<file path="src/rtl/oam_dma_pkg.sv">
// Shared state encoding and constants for the 2A03 sprite (OAM) DMA.
// Defining OAM_DMA_ALIGN_EN adds the ALIGN state used for get/put alignment.
package oam_dma_pkg;

`ifdef OAM_DMA_ALIGN_EN
    typedef enum logic [2:0] {
        ST_IDLE  = 3'd0,
        ST_HALT  = 3'd1,
        ST_ALIGN = 3'd2,
        ST_READ  = 3'd3,
        ST_WRITE = 3'd4
    } dma_state_t;
`else
    typedef enum logic [2:0] {
        ST_IDLE  = 3'd0,
        ST_HALT  = 3'd1,
        ST_READ  = 3'd3,
        ST_WRITE = 3'd4
    } dma_state_t;
`endif

    localparam logic [15:0] TRIGGER_ADDR_DEFAULT = 16'h4014;
    localparam logic [15:0] DEST_ADDR_DEFAULT    = 16'h2004;

    localparam int BYTES_PER_XFER  = 256;
    localparam int CYCLES_PER_BYTE = 2;
    // One halt cycle plus a read/write pair per byte.
    localparam int BASE_CYCLES     = 1 + BYTES_PER_XFER * CYCLES_PER_BYTE;

    function automatic logic [15:0] src_addr(input logic [7:0] page, input logic [7:0] index);
        return {page, index};
    endfunction

endpackage

</file>
<file path="src/rtl/oam_dma_2a03.sv">
// Sprite DMA bus initiator: snoops CPU writes to the trigger address, halts the CPU and
// copies one 256-byte page to the OAM data port. Optional macro: OAM_DMA_ALIGN_EN.
module oam_dma_2a03
    import oam_dma_pkg::*;
#(
    parameter logic [15:0] TRIGGER_ADDR = TRIGGER_ADDR_DEFAULT,
    parameter logic [15:0] DEST_ADDR    = DEST_ADDR_DEFAULT
) (
    input  logic        clock,
    input  logic        nreset,
    input  logic [15:0] cpu_addr,
    input  logic        cpu_rw,
    input  logic [7:0]  cpu_data,
    input  logic [7:0]  data_in,
    output logic        dma_active,
    output logic        cpu_halt,
    output logic [15:0] addr,
    output logic        rw,
    output logic [7:0]  data_out,
    output logic        done
);

    dma_state_t  state_r;
    logic [7:0]  page_r;
    logic [7:0]  index_r;
    logic        trigger_s;

    assign trigger_s = (cpu_rw == 1'b0) && (cpu_addr == TRIGGER_ADDR) && (dma_active == 1'b0);
    assign cpu_halt  = dma_active;

`ifdef OAM_DMA_ALIGN_EN
    logic parity_r;

    // Free-running get/put phase; 0 marks a read-eligible cycle.
    always_ff @(posedge clock or negedge nreset) begin
        if (!nreset) begin
            parity_r <= 1'b0;
        end else begin
            parity_r <= ~parity_r;
        end
    end
`endif

    // Transfer sequencer with registered bus outputs.
    always_ff @(posedge clock or negedge nreset) begin
        if (!nreset) begin
            state_r    <= ST_IDLE;
            page_r     <= 8'h00;
            index_r    <= 8'h00;
            dma_active <= 1'b0;
            addr       <= 16'h0000;
            rw         <= 1'b1;
            data_out   <= 8'h00;
            done       <= 1'b0;
        end else begin
            done <= 1'b0;
            case (state_r)
                ST_IDLE: begin
                    rw <= 1'b1;
                    if (trigger_s) begin
                        page_r     <= cpu_data;
                        index_r    <= 8'h00;
                        dma_active <= 1'b1;
                        addr       <= src_addr(cpu_data, 8'h00);
                        state_r    <= ST_HALT;
                    end else begin
                        state_r <= ST_IDLE;
                    end
                end
                ST_HALT: begin
`ifdef OAM_DMA_ALIGN_EN
                    // Stall one more dummy read when the next cycle would be a put cycle.
                    if (parity_r == 1'b0) begin
                        state_r <= ST_ALIGN;
                    end else begin
                        addr    <= src_addr(page_r, index_r);
                        state_r <= ST_READ;
                    end
`else
                    addr    <= src_addr(page_r, index_r);
                    state_r <= ST_READ;
`endif
                end
`ifdef OAM_DMA_ALIGN_EN
                ST_ALIGN: begin
                    addr    <= src_addr(page_r, index_r);
                    state_r <= ST_READ;
                end
`endif
                ST_READ: begin
                    data_out <= data_in;
                    addr     <= DEST_ADDR;
                    rw       <= 1'b0;
                    state_r  <= ST_WRITE;
                end
                ST_WRITE: begin
                    rw <= 1'b1;
                    if (index_r == 8'hFF) begin
                        dma_active <= 1'b0;
                        done       <= 1'b1;
                        state_r    <= ST_IDLE;
                    end else begin
                        index_r <= index_r + 8'd1;
                        addr    <= src_addr(page_r, index_r + 8'd1);
                        state_r <= ST_READ;
                    end
                end
                default: begin
                    dma_active <= 1'b0;
                    rw         <= 1'b1;
                    state_r    <= ST_IDLE;
                end
            endcase
        end
    end

endmodule

</file>
<file path="config.mk">
export PLATFORM = sky130hd
export DESIGN_NAME = oam_dma_2a03
export DESIGN_NICKNAME = d
export VERILOG_FILES = /design/src/rtl/oam_dma_pkg.sv /design/src/rtl/oam_dma_2a03.sv
export SDC_FILE = /design/constraint.sdc
export NUM_CORES = 1
export LEC_CHECK = 0
export CAP_MARGIN = 20
export CORE_ASPECT_RATIO = 0.8
export CORE_MARGIN = 2
export CORE_UTILIZATION = 45
export DETAILED_ROUTE_END_ITERATION = 10
export DONT_BUFFER_PORTS = 1
export GPL_TIMING_DRIVEN = 0
export SLEW_MARGIN = 15
export SYNTH_ARGS = -nofsm -noshare
export SYNTH_HDL_FRONTEND = slang
export SYNTH_SLANG_ARGS = --single-unit
</file>
<file path="constraint.sdc">
create_clock -name clock -period 3.3 [get_ports clock]
set_input_delay 0.66 -clock clock [delete_from_list [all_inputs] [get_ports clock]]
set_output_delay 0.66 -clock clock [all_outputs]
set_load 0.02 [all_outputs]
</file>
Yosys cells after proc, flatten, opt, wreduce, memory -nomap -nowiden
Index checks and enable logic that the tools add are counted.

storage, ports and cells
  input port bits = 35
  register bits = 46
  logic and storage cells = 45
  output and inout port bits = 28

operators by class
  reductions and logical operators = 10
  equal/unequal tests = 8
  bitwise gates (word level) = 3
  muxes and demuxes = 15
  add/sub/neg operators = 1

operators by type and width
  cell                                                               number
  16-bit one-hot mux with 4 select lines                             1
  16-bit 2-to-1 mux                                                  2
  16-bit by 15-bit == test with 1-bit output, second input constant  1
  8-bit 2-to-1 mux                                                   2
  8-bit one-hot mux with 2 select lines                              1
  3-bit one-hot mux with 4 select lines                              1
  3-bit AND reduction                                                3
  8-bit by 1-bit adder with 8-bit output, second input constant      1
  8-bit == test, second input constant                               1
  2-bit inequality test, second input constant                       3
  1-bit 2-to-1 mux                                                   5
  4-bit nonzero test                                                 1
  3-bit by 1-bit == test with 1-bit output, second input constant    1
  3-bit by 2-bit == test with 1-bit output, second input constant    1
  3-bit == test, second input constant                               1
  3-bit zero test                                                    1
  1-bit NOT                                                          3
  1-bit one-hot mux with 3 select lines                              1
  1-bit logical AND                                                  2
  2-bit 2-to-1 mux                                                   1
  1-bit one-hot mux with 2 select lines                              1
  2-bit AND reduction                                                1
  2-bit nonzero test                                                 1
  2-bit OR reduction                                                 1

Longest topological paths before layout
Gate-level depths: netlist of the first run.

  depth after elaboration = 5
  gate-level depth with buffers = 8
  mapped depth without buffers = 6

Worst setup path after synthesis of the first run
Ideal clock, no wire load.

  path kind = input port to flip-flop
  start = in cpu_addr[1]
  end = reg addr[2]
  setup time = 0.126 ns
  required time = 3.174 ns
  stages = 6
  path slack = 0.969 ns
  arrival time = 2.205 ns
  path buffers = 1
  cells stage by stage = or4b_4 nor4_4 and2_4 o41ai_4 buf_6 a221o_1

between the ends
  longest elaborated chain between the ends = 5

ends and longest elaborated chain
  element                                     line                 source
  start, declared                             oam_dma_2a03.sv:11   input logic [15:0] cpu_addr,
  16-bit by 15-bit == test with 1-bit output  oam_dma_2a03.sv:28   assign trigger_s = (cpu_rw == 1'b0) && (cpu_addr == TRIGGER_ADDR) && (dma_active == 1'b0);
  1-bit logical AND (2 in series)             oam_dma_2a03.sv:28
  2-bit inequality test (no line)             n/a
  3-bit AND reduction (no line)               n/a
  end signal, assigned                        oam_dma_2a03.sv:64   addr <= src_addr(cpu_data, 8'h00);
  end signal, assigned                        oam_dma_2a03.sv:80   addr <= src_addr(page_r, index_r);
  end signal, assigned                        oam_dma_2a03.sv:104  addr <= src_addr(page_r, index_r + 8'd1);
  end, declared                               oam_dma_2a03.sv:17   output logic [15:0] addr,

No other way between the ends.
A chain may end at the register's enable or synchronous reset.

Worst setup path after layout of the first run
  start = reg index_r[0]
  end = reg addr[6]

between the ends
  longest elaborated chain between the ends = 3
  elaborated cells on any way between the ends = 6
  classes of those cells = 1 x add/sub; 2 x eq/ne; 2 x mux; 1 x reduce/logical

ends and longest elaborated chain
  element                                                                               line                                     source
  start, declared                                                                       oam_dma_2a03.sv:25                       logic [7:0] index_r;
  start signal, assigned                                                                oam_dma_2a03.sv:103                      index_r <= index_r + 8'd1;
  8-bit by 1-bit adder with 8-bit output / 8-bit == test (equally long branches)        oam_dma_2a03.sv:104, oam_dma_2a03.sv:98
  16-bit 2-to-1 mux / 2-bit inequality test (equally long branches)                     n/a
  16-bit one-hot mux with 4 select lines / 3-bit AND reduction (equally long branches)  n/a

Several ways; a longest one is shown, not always the timed one. The select of a mux whose other input is x is not followed.

==> results_dict.tcl, run 1 <==
set metrics [dict create \
    hp-class "primary input to async pin" \
    swShare 0.217 \
    clkTransAtPathRegs_ps 90 \
    synth-edff-count 0 \
    ff2ff_path_depth 8 \
    path_common_cell "and3_1" \
    critical-path-top-delay-family "compound AO/OA/AOI/OAI gates" \
    dpl.hpwl_mm 3.66 \
    cp-end-kind "register" \
    grt_max_degree 47 \
    p_per_area_nw_per_um2 395 \
    p_clk_frac 0.391 \
    finalNetCount 244 \
    drive_above_1_share 0.258 \
    syn-num-nets 237 \
    clk_path_buf_depth 2 \
    hold_buffers 0 \
    dp_cells 263 \
    die_x_um 84.3 \
    final_common_cell "dfrtp_1" \
    detail_route.vias_per_cell 6.05 \
    drv_slew 0 \
    grt_pass1_vias 1672 \
    syn_inst 201 \
    slew_headroom 0.459 \
    p_int_mw 0.773 \
    ys_async_sr_fraction 1.00 \
    avgSynthCellArea_um2 11.5 \
    max_stage_delay_ps 450 \
    power_frac_comb 0.018 \
    p_sw_mw 0.215 \
    timing.reg2reg.setup_slack_ps 1000 \
    clock_sinks 46 \
    cp_data_arrival_time_ps 2490 \
    ys_types 43 \
    place.gp.congestion 0.842 \
    rows 23 \
    layout_common_cells "dfrtp_1 (45), mux2_2 (31), nor2_1 (12), nand2_1 (12), a21oi_1 (11)" \
    vdd_drop_max_mv 0.225 \
    area_growth_pct 7.87 \
    skew_ps 5.86 \
    grtUsageTotal 0.191 \
    fin_setup_tns_ps 0 \
    required_ps 3490 \
    critPathKind "register to register" \
    overflow 0 \
    min_period_ps 2300 \
    drt-wirelength-per-cell_um 18.6 \
    ys.flop_type "dfrtp_1" \
    synth_top_area_cell "dfrtp_1" \
    antenna_found_initial 0 \
    critPathLaunchType "register" \
    ys_seq_area_frac 0.496 \
    routed_wl_mm 5.04 \
    timing.fmax_ghz 0.435 \
    reg2reg_to "addr[6]$_DFFE_PN0P_" \
    yosysWarnings 0 \
    syn_area_um2 2320 \
    outcome "finished clean" \
    cpMaxStageDelayCell "dfrtp_1" \
    vias 1639 \
    fin_cells 271 \
    numCtsBuffers 5 \
    dr.pass1.iters 4 \
    seqPwrFrac 0.592 \
    leakage_nw 1.25 \
    start_util 0.466 \
    portBuffers 0 \
    cts_tree "built" \
    grt_pass1_wl_mm 8.24 \
    htree_levels 2 \
    cts_root_buf "clkbuf_8" \
    ioPinCount 63 \
    rsz0062_at_grt "false" \
    crit_chain "ha_1 -> and3_1 -> clkbuf_1 -> and3_1 -> a31oi_4 -> o41ai_4 -> buf_6 -> a221o_1" \
    crit_path_max_fanout 10 \
    yosysTopAreaCellShare 0.485 \
    cp_num_buf_inv 2 \
    antenna_left 0 \
    crit_path_start "index_r[0]$_DFFE_PN0P_" \
    dieArea_um2 5750 \
    yosys-top-cells-area "dfrtp_1 (49%), mux2_2 (15%), mux2i_1 (3.9%)" \
    setup_viol 0 \
    min_period_over_period 0.696 \
    hold_violations 0 \
    drc 0 \
    die_h_um 68.2 \
    post-cts-setup-buffers 0 \
    core_um2 4980 \
    clk_latency_ps 300 \
    max_cap_violations 0 \
    ys_ff_latch 46 \
    tightest_slew_ps 810 \
    cts_resized 0 \
    dr.first_iter.drc_count 98 \
    r2r_start "index_r[0]$_DFFE_PN0P_" \
    diodes 0 \
]
-- sequential cells by signal, indices dropped and copies added (netlist names) --
register	cells
index_r	8
addr	16
state_r	3
cpu_halt	1
done	1
page_r	8
rw	1
data_out	8
-- cells in the mapped netlist (2+ instances only) --
cell type,instances
dfrtp_1,45
mux2_2,31
nand2_1,12
nor2_1,12
a21oi_1,11
o21ai_0,10
mux2i_1,9
a221oi_1,7
clkbuf_1,6
a21o_1,4
buf_2,4
nand3_1,4
nor3_1,4
a221o_1,3
and2_1,3
and3_1,3
inv_1,3
nand2b_1,3
a31oi_1,2
xnor2_1,2
-- final cells by class --
class,count,area (um^2)
Fill cell,459,2470
Sequential cell,46,1150
Multi-Input combinational cell,139,1090
Clock buffer,7,96.3
Tap cell,62,77.6
Buffer,12,61.3
Inverter,4,15.0
Clock inverter,1,8.76
-- logic make-up after synthesis --
family          count (synthesis)  synth area share
simple gates                   54             0.133
mux                            40             0.189
flops                          46             0.496
fa+ha+maj                       1           0.00539
buf+inv                        16            0.0329
compound gates                 42             0.136
xor+xnor                        2           0.00755
-- routing by layer --
metal  wire length, um  GRT usage  part of all wire
met2              2350      0.321              0.47
met3               453     0.0651             0.090
met1              2140      0.225              0.43
met5                 0          0                 0
met4                87     0.0867             0.017
-- worst max path at each step --
stage                           to  slack [ps]  depth (start not counted)
2_1_floorplan  addr[2]$_DFFE_PN0P_         970                          6
3_3_place_gp   addr[2]$_DFFE_PN0P_         830                          6
3_5_place_dp   addr[6]$_DFFE_PN0P_         790                          6
4_1_cts        addr[6]$_DFFE_PN0P_         990                          8
5_1_grt        addr[6]$_DFFE_PN0P_         890                          8
6_report       addr[6]$_DFFE_PN0P_        1000                          8
-- through the flow --
step	worst slack (ps)	util	hold WS (ps)	total power, mW	area, um^2
after floorplan	969	-	364	0.609	2320
after global placement	834	0.482	366	0.612	2400
after detailed placement	794	0.482	365	0.613	2400
after CTS	994	0.503	33.5	0.996	2500
after global routing	893	0.503	13.9	1.03	2500
final	1000	0.503	40.5	0.988	2500
-- power groups by stage --
stage / clock (mW) / combinational [mW] / sequential [mW]
floorplan: 0 / 0.0146 / 0.594
global placement: 0 / 0.0161 / 0.596
detailed placement: 0 / 0.0174 / 0.596
CTS: 0.394 / 0.0173 / 0.585
global route: 0.422 / 0.0192 / 0.586
finish: 0.386 / 0.0173 / 0.585
Power figures use the tool's default switching activity.
==> run 2, diff against run 1 <==
clock period = 1.85 ns   (was 3.3 ns; I/O delays follow)
==> results_dict.tcl, run 2 (synthesis results as in run 1) <==
set metrics [dict create \
    outcome "finished, violations left" \
    violations "setup timing" \
    antenna_left 0 \
    largest_register_ffs 16 \
    grt_pass1_wl_mm 7.97 \
    htree_levels 2 \
    cp-end-kind "register" \
    timing.fmax_ghz 0.475 \
    dpl.hpwl_mm 3.44 \
    setup_viol 32 \
    p_per_area_nw_per_um2 634 \
    detail_route.vias_per_cell 5.88 \
    vias 1677 \
    crit_path_start "cpu_halt$_DFFE_PN0P_" \
    core_um2 4980 \
    required_ps 2040 \
    cp_data_arrival_time_ps 2290 \
    min_from "data_in[1]" \
    overflow 0 \
    routed_wl_mm 5.14 \
    clock_sinks 46 \
    layout_common_cells "dfrtp_1 (44), mux2_2 (30), buf_4 (12)" \
    top_register "addr" \
    clkTransAtPathRegs_ps 90 \
    drc 0 \
    hold_violations 0 \
    skew_ps 6.66 \
    cts_root_buf "clkbuf_8" \
    tightest_slew_ps 619 \
    final_common_cell "dfrtp_1" \
    power.total_mw 1.72 \
    die_h_um 68.2 \
    die_x_um 84.3 \
    place.gp.congestion 0.814 \
    rsz0062_at_grt "true" \
    start_util 0.466 \
    min_period_ps 2100 \
    clk_path_buf_depth 2 \
    grt_pass1_vias 1634 \
    diodes 0 \
    rows 23 \
    slew_headroom 0.586 \
    layout.area.seq_um2 1150 \
    ioPinCount 63 \
    min_period_over_period 1.14 \
    area_growth_pct 16.5 \
    vdd_drop_max_mv 0.293 \
    multi_input_area_um2 1150 \
    crit_path_max_fanout 10 \
    finalNetCount 258 \
    hp-class "primary input to register" \
    leakage_nw 1.33 \
    grt_max_degree 47 \
    drv_slew 0 \
    critPathLaunchType "register" \
    portBuffers 0 \
    dr.first_iter.drc_count 93 \
    fin_cells 285 \
    layout_setup_ws_ps -255 \
    clk_latency_ps 300 \
    critPathKind "register to register" \
    drive_above_1_share 0.350 \
    drt-wirelength-per-cell_um 18.0 \
    max_cap_violations 0 \
    dr.pass1.iters 4 \
    numCtsBuffers 5 \
    antenna_found_initial 0 \
    grtUsageTotal 0.182 \
    cts_tree "built" \
    r2r_start "cpu_halt$_DFFE_PN0P_" \
    dieArea_um2 5750 \
    dp_cells 263 \
    num-fill-cells 421 \
]
==> run 2: final timing paths <==
path | slack, ps | cells past startpoint | endpoint
worst max-delay path | -250 | 6 | page_r[4]$_DFFE_PN0P_
worst min-delay path | 210 | 1 | data_out[1]$_DFFE_PN0P_
worst max register to register | -250 | 6 | page_r[4]$_DFFE_PN0P_
worst min register to register | 530 | 2 | rw$_DFFE_PN1N_
max in group asynchronous | 1010 | 2 | rw$_DFFE_PN1N_
min in group asynchronous | 570 | 2 | addr[7]$_DFFE_PN0P_
==> run 2: stage by stage <==
| stage | instance area (um^2) | setup TNS [ps] | hold WS, ps | utilization | worst slack (ps) |
|---|---|---|---|---|---|
| after floorplan | 2330 | -2110 | 74.4 | - | -189 |
| after global placement | 2410 | -5680 | 75.6 | 0.484 | -329 |
| after detailed placement | 2410 | -7880 | 75.7 | 0.484 | -402 |
| after CTS | 2610 | -5660 | 208 | 0.523 | -266 |
| after global routing | 2710 | -7850 | 200 | 0.543 | -325 |
| final | 2710 | -5380 | 212 | 0.543 | -255 |
==> run 2: cell type report <==
| class | instances | share of cell area |
|---|---|---|
| flip-flops and latches | 46 | 0.426 |
| inverters | 4 | 0.00694 |
| repair buffers | 15 | 0.0527 |
| clock inverters | 1 | 0.00278 |
| multi-input cells | 139 | 0.426 |
| plain buffers | 11 | 0.0282 |
| clock buffers | 7 | 0.0282 |
| well taps | 62 | 0.0287 |
==> run 2: worst max-delay path, cell delays in order, from the launching register on <==
cell     delay, ps
dfrtp_2        480
or4b_4         510
nor4_4         170
buf_4          160
and3_4         200
buf_12         140
mux2_2         330
==> run 2: per-layer routing <==
layer / wire (um) / track usage / vias up
met2: 2330 / 0.288 / 73
met4: 49 / 0.0665 / 0
met1: 2230 / 0.232 / 817
met3: 533 / 0.0688 / 6
li1: - / - / 781
met5: 0 / 0 / -
==> run 2: repair_timing <==
| item | in CTS | in global routing |
|---|---|---|
| hold buffers | 2 | 0 |
| pin swaps | 0 | 9 |
| cloned | 1 | 0 |
| endpoints found under the hold margin | 46 | 0 |
| endpoints found under the setup margin | 40 | 41 |
| gates resized for setup | 10 | 13 |
| setup buffers | 5 | 7 |
==> run 2: power breakdown <==
part | total, mW | leakage (nW) | internal (mW) | switching, mW
Clock | 0.614 | 0.0385 | 0.268 | 0.346
Sequential | 1.04 | 0.593 | 1.02 | 0.0250
Combinational | 0.0588 | 0.694 | 0.0278 | 0.0310
==> edit, RTL diff (flow settings as in run 1) <==
Build with the macro `OAM_DMA_ALIGN_EN` defined.
--- a/src/rtl/oam_dma_pkg.sv
+++ b/src/rtl/oam_dma_pkg.sv
@@ -1,4 +1,6 @@
 // Shared state encoding and constants for the 2A03 sprite (OAM) DMA.
 // Defining OAM_DMA_ALIGN_EN adds the ALIGN state used for get/put alignment.
+`define OAM_DMA_ALIGN_EN
+
 package oam_dma_pkg;
 
Check against the original RTL: not equivalent (Yosys sat finds a counterexample within 10 cycles, from zero or initial values and one cycle with nreset low).
==> edit against run 1 <==
- synthesized area increased by 14%
- setup slack improved by 0.33 ns
- final area increased by 15%
- largest cell class is now multi-input combinational cells
- sequential cell count increased by 1
- wire length increased by 15%
- non-clock buffer count increased by 3
Power is not compared: it rests on default switching activity, and its combinational part moved more than twofold at a synthesized area within 25%.
==> edit: results (changes against run 1) <==
Worst setup path
  – CP max-delay cell: dfrtp_1
  – Largest stage delay, worst path: 0.49 ns (+0.04 ns)
  – Worst R2R Path Depth: 5 (-3)
  – Cell family with most CP delay: simple AND/OR/NAND/NOR gates
  – Origin of the worst setup path: cpu_halt$_DFFE_PN0P_
  – CP max FO: 10 (unchanged)
  – CP Class: register to register
  – Capturing point of the worst reg2reg path: page_r[6]$_DFFE_PN0P_
  – Startpoint type of the worst setup path: register

Timing
  – Setup TNS: 0 ns (unchanged)
  – Clk_skew: 0.00412 ns (-0.00173 ns)
  – Fin crit share: 59.6% (-10 points)
  – Worst-Margin Slew: 0.528 ns (-0.283 ns)

Status
  – Status: finished, final reports clean

Global route
  – Initial antenna violation count: 0 (unchanged)
  – Vias in the first global route: 1844 (+10%)
  – Gr usage total: 19.5% (+0.41 points)
  – Largest net degree at the start of global routing: 48 (+2.1%)
  – Global-route wire length before repair: 9.48 mm (+15%)

Layout
  – Number of non-clock buffers: 15 (+3)
  – Multi-input gates: 169 (+22%)
  – Final cell count without fillers: 321 (+18%)
  – Proportion of layout cells with a drive suffix above 1: 26.7% (+0.91 points)
  – Storage element area: 1180 sq um (+2.2%)
  – Top reg by flops: addr
  – Fillers: 496 (+8.1%)
  – Fraction of area in multi-input gates: 47.0% (+3.3 points)
  – NonClk Buf Share: 3.40% (+0.95 points)
  – Clock buf/inv share: 4.75% (+0.55 points)
  – Clock buffers: 5 (-2)
  – Fin nets: 278 (+14%)

Yosys
  – Post-synthesis mux area share: 18.2% (-0.77 points)
  – Post-synthesis compound-gate area fraction: 16.3% (+2.7 points)
  – Yosys cell types: 52 (+21%)
  – Commonest cells post-synth: 46 x dfrtp_1, 22 x mux2_2, 20 x nor2_1
  – Synth Area in Adders: 0.853% (+0.31 points)
  – Synth Area in XOR/XNOR: 1.99% (+1.2 points)
  – Yosys Warn Count: 0 (unchanged)
  – Synth top area share: 43.6% (-4.9 points)
  – Syn Area/Cell: 11.2 sq um (-2.7%)
  – Mapped Nets: 271 (+14%)
  – Synth area leaders: dfrtp_1 44%, mux2_2 9.4%, mux2_4 5.7%, a22o_1 4.6%, nor2_1 2.8%
  – Seq/Total Area, Yosys: 44.6% (-5.1 points)

Clock network
  – Post-cts resize count: 0 (unchanged)
  – H-tree levels: 2 (unchanged)
  – Root buffer cell: clkbuf_8
  – Postcts setup bufs: 0 (unchanged)
  – Sink Count: 47 (+2.2%)
  – Clock latency on the worst-skew pair: 0.31 ns
  – Clock transition at path regs: 0.09 ns (about the same)

Place
  – Worst slack, placed: 1.06 ns (+0.262 ns)
  – GP Congestion: 0.808 (-4.0%)
  – Placed cell count: 313 (+19%)
  – Port-buffer cells: 0 (unchanged)
  – DP Wirelength: 4.05 mm (+11%)

Drt
  – Final wirelength: 5.81 mm (+15%)
  – Iteration-0 DRC Markers: 62 (-37%)
  – Via density: 5.69 (-6.0%)
  – DR pass1 iterations: 4 (unchanged)
==> edit: power groups by stage <==
| stage | logic [mW] | clock network (mW) | registers [mW] |
|---|---|---|---|
| detailed placement | 1.45 | 0 | 1.11 |
| global route | 1.60 | 0.547 | 1.12 |
| floorplan | 1.21 | 0 | 1.06 |
| CTS | 1.46 | 0.522 | 1.10 |
| global placement | 1.44 | 0 | 1.10 |
| finish | 1.45 | 0.511 | 1.09 |
==> edit: stage by stage <==
stage	total power [mW]	hold WS, ns	cell area, sq um	util, %
final	3.05	0.0331	2870	51.7
after global placement	2.54	0.366	2740	49.3
after CTS	3.08	0.0218	2870	51.7
after detailed placement	2.56	0.365	2740	49.3
after floorplan	2.27	0.364	2640	-
after global routing	3.27	0.0119	2870	51.7
==> edit: metal layers <==
metal,track usage (%),share of wire (%),up-vias
met5,0,0,-
li1,-,-,876
met2,27.0,42,66
met1,30.1,50,878
met4,5.97,1.2,0
met3,4.32,6.7,5
